===== config.mk =====
export PLATFORM = sky130hd
export DESIGN_NAME = harmonic_mixer
export DESIGN_NICKNAME = d
export VERILOG_FILES = /design/src/rtl/harmonic_mixer_pkg.sv /design/src/rtl/harmonic_gain.sv /design/src/rtl/harmonic_mixer.sv
export SDC_FILE = /design/constraint.sdc
export NUM_CORES = 1
export LEC_CHECK = 0
export BUFFER_PORTS_ARGS = -buffer_cell sky130_fd_sc_hd__buf_2
export CORE_ASPECT_RATIO = 1.2
export CORE_MARGIN = 1
export CORE_UTILIZATION = 40
export DETAILED_ROUTE_END_ITERATION = 10
export GPL_TIMING_DRIVEN = 0
export PLACE_DENSITY = 0.68
export SLEW_MARGIN = 20
export SYNTH_ARGS = -nofsm -noshare
export SYNTH_HDL_FRONTEND = slang
export SYNTH_SLANG_ARGS = --single-unit

===== constraint.sdc =====
create_clock -name i_Clock -period 8.5 [get_ports i_Clock]
set_input_delay 0.425 -clock i_Clock [delete_from_list [all_inputs] [get_ports i_Clock]]
set_output_delay 0.425 -clock i_Clock [all_outputs]
set_load 0.01 [all_outputs]

===== src/rtl/harmonic_mixer_pkg.sv =====
// harmonic_mixer_pkg: shared state encoding, datapath widths and saturation limits for the harmonic mixer
package harmonic_mixer_pkg;
  typedef enum logic [2:0] {IDLE, WAIT_READY, SETTLE, ACCUM, OUTPUT} state_t;
  localparam int ACC_W = 24;
  localparam int GAIN_W = 16;
  localparam logic [GAIN_W-1:0] GAIN_INIT = 16'h7FFF;
  localparam logic signed [ACC_W-1:0] SAT_HI = 24'sh007FFF;
  localparam logic signed [ACC_W-1:0] SAT_LO = 24'shFF8000;
endpackage


===== src/rtl/harmonic_gain.sv =====
// harmonic_gain: per-harmonic gain register, reloaded at sweep start and decayed once per harmonic
import harmonic_mixer_pkg::*;

module harmonic_gain (
  input  logic              i_Clock,
  input  logic              i_Reset,
  input  logic              i_Load,
  input  logic              i_Step,
  input  logic [GAIN_W-1:0] i_Decay,
  output logic [GAIN_W-1:0] o_Gain
);
  logic [GAIN_W-1:0]   r_Gain;
  logic [GAIN_W-1:0]   r_Decay;
  logic [2*GAIN_W-1:0] w_Product;

  assign w_Product = {{GAIN_W{1'b0}}, r_Gain} * {{GAIN_W{1'b0}}, r_Decay};
  assign o_Gain = r_Gain;

  // load full-scale gain and latch decay at sweep start; scale gain by decay (Q0.16) per harmonic
  always_ff @(posedge i_Clock) begin
    if (i_Reset) begin
      r_Gain  <= '0;
      r_Decay <= '0;
    end else if (i_Load) begin
      r_Gain  <= GAIN_INIT;
      r_Decay <= i_Decay;
    end else if (i_Step) begin
      r_Gain  <= GAIN_W'(w_Product >> GAIN_W);
    end
  end
endmodule


===== src/rtl/harmonic_mixer.sv =====
// harmonic_mixer: sums decaying sine harmonics into one saturated output sample per sweep
// Optional FREQ_LIMIT_EN: i_Freq_Too_High in ACCUM drops the term and ends the sweep early.
import harmonic_mixer_pkg::*;

module harmonic_mixer #(
  parameter int NUM_HARMONICS = 64,
  parameter int OUT_SHIFT     = 3
) (
  input  logic        i_Clock,
  input  logic        i_Reset,
  input  logic        i_Sample_Clock,
  input  logic [15:0] i_Decay,
  input  logic        i_Sample_Ready,
  input  logic [15:0] i_Sample_Value,
  input  logic        i_Freq_Too_High,
  output logic [7:0]  o_Harmonic,
  output logic        o_Next_Sample,
  output logic [15:0] o_Output_Sample,
  output logic        o_Output_Valid,
  output logic        o_Overrun
);
  state_t                   r_State, w_Next_State;
  logic signed [ACC_W-1:0]  r_Acc;
  logic [7:0]               r_Harmonic;
  logic                     r_Next_Sample, r_Output_Valid, r_Overrun;
  logic [15:0]              r_Output_Sample;
  logic [GAIN_W-1:0]        w_Gain;
  logic signed [31:0]       w_Product;
  logic signed [ACC_W-1:0]  w_Acc_Next, w_Shifted;
  logic [15:0]              w_Sat;
  logic                     w_Last, w_Stop, w_Start;

`ifdef FREQ_LIMIT_EN
  assign w_Stop = i_Freq_Too_High;
`else
  assign w_Stop = 1'b0 & i_Freq_Too_High;
`endif

  assign w_Start    = (r_State == IDLE) && i_Sample_Clock;
  assign w_Last     = r_Harmonic == 8'(NUM_HARMONICS - 1);
  assign w_Product  = $signed({{16{i_Sample_Value[15]}}, i_Sample_Value}) * $signed({16'd0, w_Gain});
  assign w_Acc_Next = r_Acc + ACC_W'(w_Product >>> 15);
  assign w_Shifted  = r_Acc >>> OUT_SHIFT;
  assign w_Sat      = (w_Shifted > SAT_HI) ? 16'h7FFF : (w_Shifted < SAT_LO) ? 16'h8000 : 16'(w_Shifted);

  harmonic_gain u_gain (
    .i_Clock (i_Clock),
    .i_Reset (i_Reset),
    .i_Load  (w_Start),
    .i_Step  (r_State == ACCUM),
    .i_Decay (i_Decay),
    .o_Gain  (w_Gain)
  );

  // state register
  always_ff @(posedge i_Clock) begin
    r_State <= i_Reset ? IDLE : w_Next_State;
  end

  // next state; a ready seen while o_Next_Sample is still high is stale and ignored
  always_comb begin
    w_Next_State = r_State;
    unique case (r_State)
      IDLE:       w_Next_State = i_Sample_Clock ? WAIT_READY : IDLE;
      WAIT_READY: w_Next_State = (i_Sample_Ready && !r_Next_Sample) ? SETTLE : WAIT_READY;
      SETTLE:     w_Next_State = ACCUM;
      ACCUM:      w_Next_State = (w_Last || w_Stop) ? OUTPUT : WAIT_READY;
      OUTPUT:     w_Next_State = IDLE;
      default:    w_Next_State = IDLE;
    endcase
  end

  // accumulator, harmonic index and output pulses
  always_ff @(posedge i_Clock) begin
    if (i_Reset) begin
      r_Acc           <= '0;
      r_Harmonic      <= '0;
      r_Next_Sample   <= 1'b0;
      r_Output_Valid  <= 1'b0;
      r_Overrun       <= 1'b0;
      r_Output_Sample <= '0;
    end else begin
      r_Next_Sample  <= r_State == ACCUM;
      r_Output_Valid <= r_State == OUTPUT;
      r_Overrun      <= i_Sample_Clock && (r_State != IDLE);
      if (w_Start) r_Acc <= '0;
      if (r_State == ACCUM) begin
        r_Acc      <= w_Stop ? r_Acc : w_Acc_Next;
        r_Harmonic <= (w_Last || w_Stop) ? 8'd0 : r_Harmonic + 8'd1;
      end
      if (r_State == OUTPUT) r_Output_Sample <= w_Sat;
    end
  end

  assign o_Harmonic      = r_Harmonic;
  assign o_Next_Sample   = r_Next_Sample;
  assign o_Output_Sample = r_Output_Sample;
  assign o_Output_Valid  = r_Output_Valid;
  assign o_Overrun       = r_Overrun;
endmodule


### Word-level counts from Yosys, hierarchy flattened

Index checks and enable logic that the tools add are counted.

* flip-flop bits (word level): 86
* output and inout port bits: 27

* add/sub/neg operators: 2
* multiply operators: 2
* magnitude comparators: 2
* eq/ne operators: 5
* mux-type cells: 11
* reductions and logical operators: 8

Operators with widths (count)
* 24-bit two-way mux: 2
* 16-bit by 16-bit multiplier with 32-bit output: 1
* 16-bit by 17-bit multiplier with 32-bit output: 1
* 16-bit two-way mux: 2
* 15-bit two-way mux: 2
* 24-bit by 17-bit adder with 24-bit output: 1
* 21-bit by 16-bit greater-than comparator with 1-bit output, second input constant: 1
* 21-bit by 16-bit < comparator with 1-bit output, second input constant: 1
* 3-bit one-hot mux with 4 select lines: 1
* 8-bit by 1-bit adder with 8-bit output, second input constant: 1
* 8-bit by 6-bit equality test with 1-bit output, second input constant: 1
* 8-bit two-way mux: 1
* 3-bit by 2-bit equality test with 1-bit output, second input constant: 2
* 3-bit by 1-bit equality test with 1-bit output, second input constant: 1
* 3-bit equality test, second input constant: 1
* 1-bit logical AND: 3
* 3-bit zero test: 1
* 3-bit two-way mux: 1
* 3-bit nonzero test: 1
* 2-bit two-way mux: 1
* 2-bit nonzero test: 1
* 2-bit OR reduction: 1
* 1-bit zero test: 1
* 1-bit two-way mux: 1

### Longest topological paths before layout

Gate-level depths: netlist (run 1).

* depth after elaboration: 4
* gate-level depth with buffers: 35
* mapped depth without buffers: 33

### By module

A second synthesis (run 1) with hierarchy kept.

* cell total of the unflattened synthesis: 2384
* area, all modules: 20686.1 sq um

By module, submodules not included
* harmonic_mixer: times used 1, cells an instance 1315, area each 11353.4 sq um
* harmonic_gain: times used 1, cells an instance 1069, area each 9332.7 sq um

### Worst setup path before layout (run 1)

OpenSTA, ideal clock, no wires.

* path type: input-to-reg
* from: in i_Sample_Value[1]
* to: reg r_Acc[23]
* arrival: 8037 ps
* data required time: 8372 ps
* setup slack: 335 ps
* cell stages on the path: 31
* buffers on the path: 1
* cells stage by stage: clkbuf_1 > nand2_1 > fa_1 > fa_1 > fa_1 > fa_1 > inv_1 > fa_1 > inv_1 > fa_1 > inv_1 > ha_1 > nand3_1 > o221ai_1 > a221o_1 > a2111oi_4 > o41a_2 > o21ai_1 > o41a_1 > xnor2_2 > inv_1 > ha_1 > nand4_1 > or2_0 > o31a_1 > a21oi_1 > a31oi_1 > o21ai_0 > nor4b_1 > mux2i_1 > nand4b_1

* cells in the longest elaborated chain, start to end: 3

RTL lines
* from (decl): line harmonic_mixer.sv:14 `input logic [15:0] i_Sample_Value,`
* 16-bit by 17-bit multiplier with 32-bit output: line harmonic_mixer.sv:41 `assign w_Product = $signed({{16{i_Sample_Value[15]}}, i_Sample_Value}) * $signed({16'd0, w_Gain});`
* 24-bit by 17-bit adder with 24-bit output: line harmonic_mixer.sv:42 `assign w_Acc_Next = r_Acc + ACC_W'(w_Product >>> 15);`
* 24-bit two-way mux: line harmonic_mixer.sv:87 `if (r_State == ACCUM) begin`
* to (signal assigned): line harmonic_mixer.sv:88 `r_Acc <= w_Stop ? r_Acc : w_Acc_Next;`
* to (decl): line harmonic_mixer.sv:23 `logic signed [ACC_W-1:0] r_Acc;`

Every way passes these cells.
A chain may end at the register's enable or synchronous reset.

### Final worst setup path (run 1)

* from: reg u_gain.r_Gain[2], in the netlist u_gain.o_Gain[2]
* to: reg r_Acc[23]

* cells in the longest elaborated chain, start to end: 3

RTL lines
* from (decl): line harmonic_gain.sv:12 `logic [GAIN_W-1:0] r_Gain;`
* from (signal assigned): line harmonic_gain.sv:28 `r_Gain <= GAIN_W'(w_Product >> GAIN_W);`
* 16-bit by 17-bit multiplier with 32-bit output: line harmonic_mixer.sv:41
* 24-bit by 17-bit adder with 24-bit output: line harmonic_mixer.sv:42
* 24-bit two-way mux: line harmonic_mixer.sv:87

Every way passes these cells.

==> metrics, run 1 <==
Worst VDD drop=0.2802 mV; DRC violations left=0; Post-Syn Area=just over 20000 µm²; number of enable-type register cells in the synthesized netlist=0; post-detail-place hpwl=around 48000 µm; Non-Filler Cell Area, Final=roughly 22000 µm²; worst clock skew=~0.022 ns; Max Cap Violations=0; destination of the critical timing path=r_Acc[23]; register area share after synthesis=between 8 and 9%; most common cell after layout, fill and taps aside=inv_1; fin cells=just over 3k; library cell contributing the largest single delay on the critical path=fa_1; outcome=complete, no violations; synthesis-to-layout area growth=9.906%; layout cells sized above 1=a little over 8%; effective utilization at floorplan=40.53%; total setup violations reported at the end of the flow=0; post-synthesis area per instance=~8.6 µm²; Routed Antenna Nets=0; Total Die Area=approximately 52000 µm²; Placeable Area=between 50000 and 60000 µm²; number of cell rows=90; Clock Root Buffer=clkbuf_16; endpoint arrival time on the critical path=8.52 ns; chip width=208.2 µm; routed vias/inst=5.259; sort of element at the start of the critical path=register; detailed-route wire length=57290 µm; most frequent cells in the layout=inv_1 (467), fa_1 (385), nand2_1 (376), ha_1 (236), and2_1 (196); Detailed Routing Iterations Pass 1=6; post-layout minimum cycle time=just over 8 ns; clock tree from TritonCTS=yes; gate count after technology mapping=between 2k and 2.5k; worst reg-to-reg path cell count=32; worst flop-to-flop path endpoint=r_Acc[23]; Max stage delay on crit path=slightly below 0.5 ns; Seq cells post-synth=86; leakage power total=0.01102 µW; antenna cell count=0; Critical Path Source=u_gain.o_Gain[2]; initial drt markers=1025; global-route wire length before repair=~93000 µm; distinct cell type count after synthesis=64; I/O pin count=64; Top cell by count, worst path=fa_1; power density normalized to cell area=246.9 nW/µm²; Buffers on Ports=60; CP delay by family, top=adder cells; share of synthesized flip-flops with an asynchronous set or reset=0%; worst r2r src=u_gain.o_Gain[2]; Fin Hold WS=0.2756 ns; net count after synthesis=just over 3k; Hold WC Path Type=primary input to register; cell count after placement=about 3.1k; slew at the pin closest to its max-slew limit=0.7465 ns; Setup crit end kind=register; Synth Flop Type=dfxtp_1; Post-layout nets=3129; cell count along the critical path=32; via count of the first global-routing pass=roughly 17k; Congestion Overflow GR=0; # H-tree levels=3; final weighted congestion in routability-driven placement=roughly 0.95; number of vias after detailed routing=16.37k; clock insertion delay at the later pin of the skew report=0.38 ns; highest achievable clock rate=around 0.12 GHz; die height=around 250 µm; initial antenna violation count=2; crit-path max FO=10; Max transition margin=between 50% and 60%; data required time of the worst path=8.77 ns; clk buf depth=2; max-slew violation total from the final report=0; worst setup path category=register to register; global-route usage over all layers=a little under a quarter; placed inst area=around 22000 µm²; Hold Violations, Final=0; average wire per cell in the routed design=~18 µm; largest net degree at the start of global routing=19; Clock Sinks=86; startpoint of the lowest-slack hold path=i_Decay[0]; worst setup slack for register-to-register paths=approximately 0.25 ns; final clock period utilization by the worst path=between 90% and 100%; clock-pin slew on the worst setup and hold paths=roughly 0.09 ns; hold-fix buffer count after cts=0; Syn. warnings=0; TritonCTS buffer count=9; CP bufs+invs=5
[where the power goes]
part           internal [µW]  total, µW  switching (µW)
registers                428        464            36.4
logic                   1910       4640            2730
clock network            210        430             221
total                   2550       5540            2990
[through the flow]
stage               total power, µW  setup TNS [ns]  utilization (%)  setup slack (ns)
detailed placement             4699          -9.126            42.73            -1.181
global route                   6152        -0.06483            44.54          -0.06094
finish                         5536               0            44.54            0.2495
global placement               4603          -7.606            42.72            -1.044
floorplan                      3534               0                -            0.3349
CTS                            5297               0            43.80         0.0004112
[cells in the mapped netlist (9+ instances only)]
cell type,n,area share [%]
o21ai_1,9,0.22
dfxtp_1,86,8.4
clkbuf_1,116,2.1
nand2b_1,14,0.43
a211oi_1,14,0.52
nand2_1,376,6.9
and2_1,198,6.1
xnor2_1,31,1.3
o21ai_0,21,0.52
nor2b_1,12,0.37
xor2_1,23,0.99
a21o_1,22,0.81
a31oi_1,12,0.37
nor2_1,84,1.5
a21oi_1,93,2.3
ha_1,241,15
nor3_1,42,1.0
inv_1,473,8.7
nand3_1,25,0.61
fa_1,387,38
[flip-flops by register name (all words and copies together) (netlist names)]
register and count:
r_State 3, o_Overrun 1, o_Output_Sample 16, u_gain.o_Gain 16, o_Output_Valid 1, o_Next_Sample 1, o_Harmonic 8, u_gain.r_Decay 16
r_Acc 24
[worst min-delay path by stage]
stage                        endpoint  slack [ns]  cells past startpoint
CTS                 u_gain.r_Decay[0]        0.27                      3
detailed placement           r_Acc[0]        0.47                      2
global placement             r_Acc[0]        0.46                      2
finish              u_gain.r_Decay[0]        0.28                      3
global route        u_gain.r_Decay[5]        0.30                      3
floorplan                    r_Acc[0]        0.45                      2
[cell families after synthesis]
| logic type | share of synthesized area [%] |
|---|---|
| xor gates and xnor gates | 2.398 |
| AOI/OAI and AO/OA | 6.851 |
| DFF | 8.440 |
| muxes | 0.1963 |
| adders and majority gates | 52.76 |
| buffers and inverters | 10.91 |
| and+or+nand+nor | 18.44 |
[layer usage]
| metal | vias up | share of wire [%] | track usage (%) |
|---|---|---|---|
| met5 | - | 0.049 | 0 |
| met4 | 4 | 4.3 | 8.910 |
| met3 | 132 | 6.1 | 3.234 |
| met1 | 8243 | 39 | 28.01 |
| met2 | 561 | 50 | 40.33 |
| li1 | 7431 | - | - |
[timing repair]
item / CTS / global route
gates resized for setup: 90 / 99
setup endpoints to repair: 15 / 10
buffers inserted: 3 / 15
pin swaps: 6 / 26
[worst register-to-register path, delay by kind of cell (launching register included)]
| family | cells | cell delay (ns) |
|---|---|---|
| adder cells (fa/ha/maj) | 8 | 3.12 |
| AO/OA/AOI/OAI | 11 | 2.71 |
| AND/OR/NAND/NOR | 6 | 0.88 |
| buffers and inverters | 5 | 0.65 |
| flip-flops | 1 | 0.42 |
| XOR/XNOR | 1 | 0.21 |
| multiplexers | 1 | 0.15 |
[final cells by class]
class | count | area [µm²]
sequential | 86 | 1750
timing repair buffer | 78 | 435.4
multi-input combinational | 1696 | 16660
clock buffer | 9 | 225.2
inverter | 474 | 1779
clock inverter | 7 | 80.08
fill | 4774 | 27920
buffer | 119 | 684.4
tap | 644 | 805.8
Note: power is estimated with default switching activity, not from simulation.
==> run 2: changes to the inputs <==
--- a/config.mk
+++ b/config.mk
@@ -5,13 +5,13 @@
 export SDC_FILE = /design/constraint.sdc
 export NUM_CORES = 1
 export LEC_CHECK = 0
-export BUFFER_PORTS_ARGS = -buffer_cell sky130_fd_sc_hd__buf_2
+export BUFFER_PORTS_ARGS = -buffer_cell sky130_fd_sc_hd__clkbuf_2
 export CORE_ASPECT_RATIO = 1.2
 export CORE_MARGIN = 1
-export CORE_UTILIZATION = 40
+export CORE_UTILIZATION = 60
 export DETAILED_ROUTE_END_ITERATION = 10
 export GPL_TIMING_DRIVEN = 0
-export PLACE_DENSITY = 0.68
+export PLACE_DENSITY = 0.91
 export SLEW_MARGIN = 20
 export SYNTH_ARGS = -nofsm -noshare
 export SYNTH_HDL_FRONTEND = slang
==> run 2 against run 1 <==
Net effect:
- die area is 33% lower
- non-clock buffer count is 9 lower
- global-route usage is 12 points higher
- fmax is 1.9% lower
- utilization is 22 points higher
- sequential share of layout area is 0.11 points higher
- worst setup slack worse by 0.16 ns
- highest routed layer unchanged
- critical path depth is 1 higher
- first-iteration DRC count is 24% higher
- register-to-register slack worse by 0.16 ns
- largest power group unchanged
- clock skew is 0.0032 ns lower
==> metrics, run 2 (synthesis gave the netlist of run 1 again) <==
outcome=complete, no violations; highest achievable clock rate=0.1189 GHz (-1.9%); synthesis-to-layout area growth=8.219%; TritonCTS buffer count=9 (unchanged); sort of element at the start of the critical path=register; chip width=170.3 µm (-18%); Clock Sinks=86 (unchanged); global-route wire length before repair=91570 µm (-1.4%); most frequent cells in the layout=inv_1 (472), fa_1 (384), nand2_1 (376), ha_1 (236), and2_1 (197); largest reg by FF count=r_Acc; Max stage delay on crit path=0.58 ns (+0.09 ns); total setup violations reported at the end of the flow=0 (unchanged); worst setup slack for register-to-register paths=0.09 ns (-0.16 ns); initial antenna violation count=1 (-1); Congestion Overflow GR=0 (unchanged); Buffers on Ports=60 (unchanged); layout cells sized above 1=7.724% (-0.50 points); largest net degree at the start of global routing=17 (-2); endpoint arrival time on the critical path=8.66 ns (+0.14 ns); Total Die Area=34740 µm² (-33%); Fin Hold WS=0.2571 ns (-0.01846 ns); worst setup margin=0.09054 ns (-0.1590 ns); average wire per cell in the routed design=19.75 µm (+7.3%); Setup crit end kind=register; # fillers=2482 (-48%); worst clock skew=0.01911 ns (-0.003222 ns); clk buf depth=2 (unchanged); Placeable Area=33340 µm² (-34%); Hold Violations, Final=0 (unchanged); leakage power total=0.01098 µW (-0.32%); Max Cap Violations=0 (unchanged); via count of the first global-routing pass=18.39k (+5.7%); antenna cell count=0 (unchanged); library cell contributing the largest single delay on the critical path=fa_2; Max transition margin=44.51% (-5.7 points); final clock period utilization by the worst path=98.93% (+1.9 points); crit-path max FO=10 (unchanged); max-slew violation total from the final report=0 (unchanged); clock insertion delay at the later pin of the skew report=0.38 ns (about the same); Clock Root Buffer=clkbuf_16; DRC violations left=0 (unchanged); # H-tree levels=3 (unchanged); number of cell rows=73 (-19%); setup slack at placement=-1.326 ns (-0.1449 ns); worst setup path category=register to register; most common cell after layout, fill and taps aside=inv_1; post-layout minimum cycle time=8.409 ns (+0.1590 ns); number of flip-flops under the largest register name=24 (unchanged); global-route usage over all layers=34.60% (+12 points); die height=204.0 µm (-18%); final weighted congestion in routability-driven placement=0.9714 (+2.6%); slew at the pin closest to its max-slew limit=0.8324 ns (+0.08586 ns); clock tree from TritonCTS=yes; post-detail-place hpwl=46990 µm (-1.9%); effective utilization at floorplan=61.19% (+21 points); data required time of the worst path=8.75 ns (-0.02 ns); routed vias/inst=5.890 (+12%); Detailed Routing Iterations Pass 1=6 (unchanged); CP bufs+invs=6 (+1); number of vias after detailed routing=17.14k (+4.7%); Top cell by count, worst path=fa_1; Post-layout nets=3120 (-0.29%); clock-pin slew on the worst setup and hold paths=0.09 ns (about the same); Routed Antenna Nets=0 (unchanged); initial drt markers=1270 (+24%); setup repair after global routing missed its margin=true; I/O pin count=64 (unchanged); core occupancy in the finished layout=66.22% (+22 points); CP delay by family, top=adder cells; detailed-route wire length=57470 µm (+0.31%); hold-fix buffer count after cts=0 (unchanged); Hold WC Path Type=primary input to register; power density normalized to cell area=249.7 nW/µm² (+1.1%); Worst VDD drop=0.2970 mV (+6.0%)
[run 2: changes by cell type in the layout (fill, tap and decap cells not counted), moves of 3 or more]
| cell | change |
|---|---|
| inv_2 | -5 |
| buf_2 | -63 |
| buf_8 | -3 |
| clkbuf_2 | +66 |
| inv_1 | +5 |
| buf_4 | -8 |
| clkbuf_1 | -3 |
[run 2: layer usage]
metal	GRT usage, %	vias up	part of all wire [%]
li1	-	7392	-
met1	37.88	8418	33
met2	58.84	977	48
met3	7.455	352	9.7
met4	25.87	2	8.8
met5	0	-	0.016
[run 2: metrics by stage]
| stage | area, µm² | total power [µW] | setup TNS [ns] | instances |
|---|---|---|---|---|
| 2_1_floorplan | 20400 | 3534 | 0 | 2375 |
| 3_3_place_gp | 21260 | 4456 | -7.616 | 2885 |
| 3_5_place_dp | 21260 | 4686 | -10.14 | 2885 |
| 4_1_cts | 21810 | 5303 | 0 | 2903 |
| 5_1_grt | 22080 | 6035 | -0.2519 | 2910 |
| 6_report | 22080 | 5512 | 0 | 2910 |
[run 2: path summary, 6_finish.rpt]
kind,startpoint,to,cells past startpoint
max reg2reg,u_gain.o_Gain[8],r_Acc[23],33
min reg2reg,o_Output_Sample[8],o_Output_Sample[8],2
max,u_gain.o_Gain[8],r_Acc[23],33
min,i_Decay[2],u_gain.r_Decay[2],3
[run 2: area by class of cell]
class / instances / area (µm²) / area share [%]
inverter: 474 / 1779 / 8.059
buffer: 118 / 659.4 / 2.987
tap: 450 / 563.0 / 2.550
clock inverter: 7 / 105.1 / 0.4761
timing repair buffer: 70 / 375.4 / 1.700
sequential: 86 / 1748 / 7.918
clock buffer: 9 / 225.2 / 1.020
multi-input combinational: 1696 / 16620 / 75.29
[run 2: tightest hold or removal path: stages]
cell and delay, ns:
clkbuf_2 0.08, nand2_1 0.04, a21oi_1 0.05
[run 2: report_power, final]
group          internal (µW)  switching, µW
registers                428           38.4
clock network            263            208
logic                   1820           2750
[run 2: repair_timing]
action | CTS | global route
hold endpoints to repair | 0 | 0
pin swaps | 6 | 20
gates resized for setup | 84 | 96
setup endpoints to repair | 15 | 11
buffers inserted | 3 | 7
